--- src/rtl/video_pkg.sv ---
`default_nettype none
// ============================================================================
//  Module      : video_pkg
//  Description : Shared constants and the shifter state type for the
//                monochrome video pixel shifter.
//  Revision    : 1.0 - initial release
// ============================================================================
package video_pkg;

  // Pixels per video RAM word.
  localparam int VIDEO_WORD_BITS   = 16;
  // Clock stages between the timer's sync/blank outputs and the pins.
  localparam int VIDEO_ALIGN_DEPTH = 2;
  // Width of the bits-left counter; must hold 0..VIDEO_WORD_BITS.
  localparam int VIDEO_CNT_BITS    = 5;

  typedef enum logic {
    EMPTY    = 1'b0,
    SHIFTING = 1'b1
  } shift_state_e;

endpackage : video_pkg
`default_nettype wire

--- src/rtl/video_shifter_if.sv ---
`default_nettype none
// ============================================================================
//  Module      : video_shifter_if
//  Description : Timer-to-shifter bus: bus-rate enable, word fetch strobe,
//                video word, raw timing in, aligned pixel/timing out.
//                The underrun flag exists only when VIDEO_UNDERRUN_DET_EN
//                is defined.
//  Revision    : 1.0 - initial release
// ============================================================================
interface video_shifter_if;
  import video_pkg::*;

  logic                       clk_en;
  logic                       loadPixels;
  logic [VIDEO_WORD_BITS-1:0] dataIn;
  logic                       hsync_in;
  logic                       vsync_in;
  logic                       _hblank_in;
  logic                       _vblank_in;
  logic                       pixel;
  logic                       hsync;
  logic                       vsync;
  logic                       de;
`ifdef VIDEO_UNDERRUN_DET_EN
  logic                       underrun;
`endif

  // Video timer side.
  modport master (
    output clk_en, loadPixels, dataIn, hsync_in, vsync_in, _hblank_in, _vblank_in,
`ifdef VIDEO_UNDERRUN_DET_EN
    input  underrun,
`endif
    input  pixel, hsync, vsync, de
  );

  // Shifter side.
  modport slave (
    input  clk_en, loadPixels, dataIn, hsync_in, vsync_in, _hblank_in, _vblank_in,
`ifdef VIDEO_UNDERRUN_DET_EN
    output underrun,
`endif
    output pixel, hsync, vsync, de
  );

endinterface : video_shifter_if
`default_nettype wire

--- src/rtl/video_delay_pipe.sv ---
`default_nettype none
// ============================================================================
//  Module      : video_delay_pipe
//  Description : Parameterised-depth, parameterised-width delay line. The
//                first stage loads only when en=1; later stages advance
//                every clock. Reset loads RST_VAL into every stage.
//  Revision    : 1.0 - initial release
// ============================================================================
module video_delay_pipe #(
  parameter int               DEPTH   = 1,
  parameter int               WIDTH   = 1,
  parameter logic [WIDTH-1:0] RST_VAL = '0
) (
  input  logic             clk,
  input  logic             reset,
  input  logic             en,
  input  logic [WIDTH-1:0] din,
  output logic [WIDTH-1:0] dout
);

  logic [WIDTH-1:0] stage_q [DEPTH];
  logic [WIDTH-1:0] stage_d [DEPTH];

  // Next-stage values: enabled load at the head, free-running behind it.
  always_comb begin
    stage_d[0] = en ? din : stage_q[0];
    for (int i = 1; i < DEPTH; i++) begin
      stage_d[i] = stage_q[i-1];
    end
  end

  // Stage registers.
  always_ff @(posedge clk) begin
    if (reset) begin
      for (int i = 0; i < DEPTH; i++) begin
        stage_q[i] <= RST_VAL;
      end
    end else begin
      for (int i = 0; i < DEPTH; i++) begin
        stage_q[i] <= stage_d[i];
      end
    end
  end

  assign dout = stage_q[DEPTH-1];

endmodule : video_delay_pipe
`default_nettype wire

--- src/rtl/video_shifter.sv ---
`default_nettype none
// ============================================================================
//  Module      : video_shifter
//  Description : 16-bit video word shifter with a one-word holding register
//                for seamless back-to-back words, inverted (Mac polarity)
//                registered pixel output, and sync/de alignment delay.
//                Optional sticky underrun detector: VIDEO_UNDERRUN_DET_EN.
//  Revision    : 1.0 - initial release
// ============================================================================
module video_shifter
  import video_pkg::*;
(
  input  logic           clk,
  input  logic           reset,
  video_shifter_if.slave vif
);

  localparam logic [VIDEO_CNT_BITS-1:0] WORD_CNT = VIDEO_CNT_BITS'(VIDEO_WORD_BITS);

  logic [VIDEO_WORD_BITS-1:0] hold_q, hold_d;
  logic                       hold_valid_q, hold_valid_d;
  logic [VIDEO_WORD_BITS-1:0] sr_q, sr_d;
  logic [VIDEO_CNT_BITS-1:0]  bits_left_q, bits_left_d;
  logic                       pixel_q, pixel_d;

  shift_state_e state;
  logic         capture;
  logic         transfer;
  logic [2:0]   tim_raw;
  logic [2:0]   tim_pre;
  logic [2:0]   tim_out;
  logic         de_next;

  // Timing bundle {hsync, vsync, de}; syncs idle high, de idles low.
  assign tim_raw = {vif.hsync_in, vif.vsync_in, vif._hblank_in & vif._vblank_in};

  // Bus-rate resample plus all but the last alignment stage.
  video_delay_pipe #(
    .DEPTH   (VIDEO_ALIGN_DEPTH - 1),
    .WIDTH   (3),
    .RST_VAL (3'b110)
  ) u_align_pre (
    .clk   (clk),
    .reset (reset),
    .en    (vif.clk_en),
    .din   (tim_raw),
    .dout  (tim_pre)
  );

  // Final alignment stage; its input is the de that will sit beside the
  // pixel being computed this cycle.
  video_delay_pipe #(
    .DEPTH   (1),
    .WIDTH   (3),
    .RST_VAL (3'b110)
  ) u_align_out (
    .clk   (clk),
    .reset (reset),
    .en    (1'b1),
    .din   (tim_pre),
    .dout  (tim_out)
  );

  assign de_next   = tim_pre[0];
  assign vif.hsync = tim_out[2];
  assign vif.vsync = tim_out[1];
  assign vif.de    = tim_out[0];
  assign vif.pixel = pixel_q;

  assign capture  = vif.clk_en & vif.loadPixels;
  // Reload on the last bit too, so the next word follows with no gap.
  assign transfer = hold_valid_q && (bits_left_q <= VIDEO_CNT_BITS'(1));

  // Shifter state is implied by the bits-left counter.
  always_comb begin
    state = (bits_left_q == '0) ? EMPTY : SHIFTING;
  end

  // Next-state logic for holding register, shift register, counter and pixel.
  always_comb begin
    hold_d       = hold_q;
    hold_valid_d = hold_valid_q;
    sr_d         = sr_q;
    bits_left_d  = bits_left_q;
    pixel_d      = 1'b0;

    if (transfer) begin
      sr_d         = hold_q;
      bits_left_d  = WORD_CNT;
      hold_valid_d = 1'b0;
    end else begin
      unique case (state)
        SHIFTING: begin
          sr_d        = {sr_q[VIDEO_WORD_BITS-2:0], 1'b0};
          bits_left_d = bits_left_q - VIDEO_CNT_BITS'(1);
        end
        default: begin
          sr_d        = sr_q;
          bits_left_d = bits_left_q;
        end
      endcase
    end

    // A capture after the transfer term lets the new word land in hold
    // while the old one moves to sr; newest capture always wins.
    if (capture) begin
      hold_d       = vif.dataIn;
      hold_valid_d = 1'b1;
    end

    if ((state == SHIFTING) && de_next) begin
      pixel_d = ~sr_q[VIDEO_WORD_BITS-1];
    end
  end

  // Datapath registers.
  always_ff @(posedge clk) begin
    if (reset) begin
      hold_q       <= '0;
      hold_valid_q <= 1'b0;
      sr_q         <= '0;
      bits_left_q  <= '0;
      pixel_q      <= 1'b0;
    end else begin
      hold_q       <= hold_d;
      hold_valid_q <= hold_valid_d;
      sr_q         <= sr_d;
      bits_left_q  <= bits_left_d;
      pixel_q      <= pixel_d;
    end
  end

`ifdef VIDEO_UNDERRUN_DET_EN
  logic underrun_q, underrun_d;

  // Sticky: display active with nothing shifting and nothing queued.
  always_comb begin
    underrun_d = underrun_q | (de_next & (state == EMPTY) & ~hold_valid_q);
  end

  // Underrun flag register.
  always_ff @(posedge clk) begin
    if (reset) begin
      underrun_q <= 1'b0;
    end else begin
      underrun_q <= underrun_d;
    end
  end

  assign vif.underrun = underrun_q;
`endif

endmodule : video_shifter
`default_nettype wire
--- src/flat_wrapper.sv ---
// flat-port wrapper written by rule: the top's interface ports become plain ports
module video_shifter_flat import video_pkg::*;
  (clk, reset, vif_clk_en, vif_loadPixels, vif_dataIn, vif_hsync_in, vif_vsync_in, vif__hblank_in, vif__vblank_in, vif_pixel, vif_hsync, vif_vsync, vif_de);
  video_shifter_if vif_i ();
  input  logic clk;
  input  logic reset;
  input wire logic [$bits(vif_i.clk_en)-1:0] vif_clk_en;
  input wire logic [$bits(vif_i.loadPixels)-1:0] vif_loadPixels;
  input wire logic [$bits(vif_i.dataIn)-1:0] vif_dataIn;
  input wire logic [$bits(vif_i.hsync_in)-1:0] vif_hsync_in;
  input wire logic [$bits(vif_i.vsync_in)-1:0] vif_vsync_in;
  input wire logic [$bits(vif_i._hblank_in)-1:0] vif__hblank_in;
  input wire logic [$bits(vif_i._vblank_in)-1:0] vif__vblank_in;
  output wire logic [$bits(vif_i.pixel)-1:0] vif_pixel;
  output wire logic [$bits(vif_i.hsync)-1:0] vif_hsync;
  output wire logic [$bits(vif_i.vsync)-1:0] vif_vsync;
  output wire logic [$bits(vif_i.de)-1:0] vif_de;
  assign vif_i.clk_en = vif_clk_en;
  assign vif_i.loadPixels = vif_loadPixels;
  assign vif_i.dataIn = vif_dataIn;
  assign vif_i.hsync_in = vif_hsync_in;
  assign vif_i.vsync_in = vif_vsync_in;
  assign vif_i._hblank_in = vif__hblank_in;
  assign vif_i._vblank_in = vif__vblank_in;
  assign vif_pixel = vif_i.pixel;
  assign vif_hsync = vif_i.hsync;
  assign vif_vsync = vif_i.vsync;
  assign vif_de = vif_i.de;
  video_shifter u_core (.clk(clk), .reset(reset), .vif(vif_i));
endmodule
--- config.mk ---
export PLATFORM = sky130hd
export DESIGN_NAME = video_shifter_flat
export DESIGN_NICKNAME = d
export VERILOG_FILES = /design/src/rtl/video_pkg.sv /design/src/rtl/video_shifter_if.sv /design/src/rtl/video_delay_pipe.sv /design/src/rtl/video_shifter.sv /design/src/flat_wrapper.sv
export SDC_FILE = /design/constraint.sdc
export NUM_CORES = 1
export LEC_CHECK = 0
export BUFFER_PORTS_ARGS = -buffer_cell sky130_fd_sc_hd__buf_2
export CAP_MARGIN = 20
export CORE_UTILIZATION = 50
export CTS_BUF_LIST = sky130_fd_sc_hd__clkbuf_16
export DETAILED_ROUTE_END_ITERATION = 12
export GPL_ROUTABILITY_DRIVEN = 0
export PLACE_DENSITY_LB_ADDON = 0.08
export SYNTH_ARGS = -nofsm -noshare
export SYNTH_HDL_FRONTEND = slang
export SYNTH_HIERARCHICAL = 1
export SYNTH_SLANG_ARGS = --single-unit
--- constraint.sdc ---
create_clock -name clk -period 2.3 [get_ports clk]
set_input_delay 0.345 -clock clk [delete_from_list [all_inputs] [get_ports clk]]
set_output_delay 0.345 -clock clk [all_outputs]
set_load 0.02 [all_outputs]
==> results.yml <==
global_routing:
  grt_start_max_net_pins: 46
  grt_pass1_wl_mm: 6.63
  grt_use_total: 0.211
  grt-ovfl-total: 0
  first_global_vias: 1571
  grt_antenna_before_repair: 0
pwr:
  p_clk_frac: 0.312
  leakagePower_uw: 0.000821
  p_int_uw: 1680
  power.density_nw_per_um2: 1130
  seq_power_share: 0.398
  ir_drop_v: 0.000534
  switching_share: 0.322
  pwr-share-comb: 0.290
  power_switching_uw: 799
clocking:
  numClockSinks: 45
  numCtsBuffers: 5
  clockBufferDepth: 2
  cts_resized: 0
  clkSlewWorstSetupHoldPaths_ns: 0.06
  htree_levels: 2
  hold_buffers: 0
  clock_latency_ns: 0.28
  root_buffer: "clkbuf_16"
  cts_tree: "built"
  post-cts-setup-buffers: 0
critical_path:
  slowest_stage: "or4b_2"
  crit_path_max_incr_delay_ns: 0.80
  path_class: "register to register"
  critical_path_arrival_ns: 2.19
  cp-end-kind: "register"
  crit_chain: "inv_1 > ha_1 > or4b_2 > a2111oi_0"
  critPathRequiredTime_ns: 2.45
  cp_max_fo: 17
  startpoint_type: "register"
floorplanning:
  fp.dieH_um: 63.7
  die_w_um: 63.7
  dieArea_sq_um: 4050
  pin_count: 28
  num_rows: 22
  fp.coreArea_sq_um: 3660
  initial_core_util: 0.519
sta:
  layout_min_cycle_time_ns: 2.05
  period_share: 0.890
  relSlewSlack: 0.424
  worst_slew_pin_slew_ns: 0.864
  setup_tns_ns: 0
  slew_violations: 0
  setup_slack_ns: 0.253
  fmax_mhz: 489
  rsz0062_at_grt: "no"
  hold_viol: 0
  setup_violations: 0
  finClkSkew_ns: 0.00413
flow_run:
  max_cap_viol_count: 0
detailed_routing:
  drc_errors: 0
  wirelength_mm: 3.69
  drtIter0Drc: 85
  dr.pass1.iters: 4
  viasPerCell: 5.26
  routed_wire_length_per_instance_um: 12.8
  ant_nets: 0
  vias: 1520
placement:
  post-place-ws_ns: 0.246
  dp_hpwl_mm: 2.31
  numPortBuffers: 27
  dp_cells: 281
synth:
  ys_seq_area_frac: 0.474
  synth_edf_count: 0
  synth_cell_types: 33
  async_reset_ff_frac: 0
  yosys_warnings: 6
  syn_area_per_cell_sq_um: 8.80
  synth_ff_type: "dfxtp_1"
  synth_seq_cells: 45
  synth-simple-area-share: 0.245
  synth-compound-area-share: 0.191
  synth_fa_ha_area_frac: 0.0132
  syn-cell-area_sq_um: 1900
  synthXorXnorAreaFrac: 0.00921
  synth_top_family_by_area: "simple AND/OR/NAND/NOR gates"
  synthCells: 216
  muxShareOfSynthArea: 0.0105
layout:
  num_antenna_cells: 0
  drive_gt1_frac: 0.207
  instances_no_fill: 289
  final_nets: 266
  syn2layout_area_growth_pct: 15.6
outcome:
  status: "complete, no violations"
worst_hold_path:
  hold_path.class: "input port to register"
flip-flops by register name, indices dropped and copies added, names as in the netlist:
signal,cells
u_core/u_align_pre/stage_q,3
u_core/vif.pixel,1
u_core/bits_left_q,5
u_core/hold_q,16
u_core/sr_q,16
u_core/hold_valid_q,1
u_core/u_align_out/stage_q,3
per-layer routing:
metal,wire (um),global-route usage
met1,1810,0.254
met3,89,0.0598
met2,1700,0.336
met5,0,0
met4,95,0.116
cells in the final DEF, fill, tap and decap left out:
cell / netlist / routed
clkbuf_16: 0 / 5
xnor2_1: 2 / 2
nor2b_1: 5 / 5
buf_4: 0 / 3
buf_2: 1 / 27
nand2b_1: 2 / 2
ha_1: 2 / 2
or4b_2: 1 / 1
or4b_4: 1 / 1
nor2_1: 5 / 5
o41ai_1: 1 / 1
or2_1: 1 / 1
clkinv_1: 0 / 1
mux2i_1: 2 / 2
o21ai_0: 2 / 2
nor4b_2: 1 / 1
inv_1: 2 / 3
dfxtp_1: 45 / 45
or3b_2: 1 / 1
a21oi_1: 19 / 19
a211o_1: 4 / 4
conb_1: 1 / 5
o21ba_2: 1 / 1
a311oi_2: 9 / 9
a311oi_1: 6 / 6
nor4_1: 1 / 1
nand2_1: 63 / 63
nor4b_1: 1 / 1
nor3_1: 17 / 17
o211ai_1: 1 / 1
and2_1: 2 / 2
bufinv_16: 0 / 1
a2111oi_0: 1 / 1
critical path: cells and delay by family (launching register included):
family,cells,cell delay [ns]
and+or+nand+nor,1,0.80
buffers and inverters,1,0.11
DFF,1,0.34
AOI/OAI and AO/OA,1,0.48
adders and majority gates,1,0.19
power groups by stage:
stage          logic [uW]  registers (uW)  clock network [uW]
2_1_floorplan         612             975                   0
3_3_place_gp          704             996                   0
3_5_place_dp          715            1000                   0
4_1_cts               720             987                 797
5_1_grt               806            1000                 825
6_report              720             988                 773
cell usage after synthesis (all sizes together), types with 2 or more instances:
cell type / n / area [sq um]
nor2: 5 / 18.8
clkbuf: 10 / 37.5
nor2b: 5 / 31.3
and2: 2 / 12.5
nand2: 63 / 236
a21oi: 19 / 95.1
xnor2: 2 / 17.5
nor3: 17 / 85.1
a211o: 4 / 35.0
ha: 2 / 25.0
buf: 7 / 61.3
mux2i: 2 / 20.0
a311oi: 15 / 188
o21ai: 2 / 10.0
dfxtp: 45 / 901
or4b: 2 / 23.8
inv: 2 / 7.51
nor4b: 2 / 23.8
nand2b: 2 / 12.5
cells by family after synthesis:
kind of cell | Yosys count
AO/OA/AOI/OAI | 44
XOR/XNOR | 2
adder cells (fa/ha/maj) | 2
buffers and inverters | 19
flip-flops | 45
multiplexers | 2
other | 1
AND/OR/NAND/NOR | 101
through the flow:
step	area, sq um	hold WS (ns)	total power, uW	utilization
after floorplan	1920	0.400	1590	-
after global placement	2040	0.421	1700	0.556
after detailed placement	2040	0.423	1720	0.556
after CTS	2200	0.263	2500	0.600
after global routing	2200	0.288	2630	0.600
final	2200	0.270	2480	0.600
path summary, 6_finish.rpt:
path	start	endpoint	slack, ns	cells after the start
min reg2reg	u_core/sr_q[15]	u_core/vif.pixel	0.43	1
max	u_core/bits_left_q[0]	u_core/bits_left_q[1]	0.25	4
max reg2reg	u_core/bits_left_q[0]	u_core/bits_left_q[1]	0.25	4
min	vif_vsync_in	u_core/u_align_pre/stage_q[0][1]	0.27	2
cell type report:
cell class                 instances  area, sq um
clock buffer                       5          125
clock inverter                     3         37.5
fill                             333         1460
inverter                           2         7.51
multi-input combinational        156          910
sequential                        45          901
tap                               48         60.1
timing repair buffer              30          158
No activity file was read; power rests on OpenSTA's default activity.
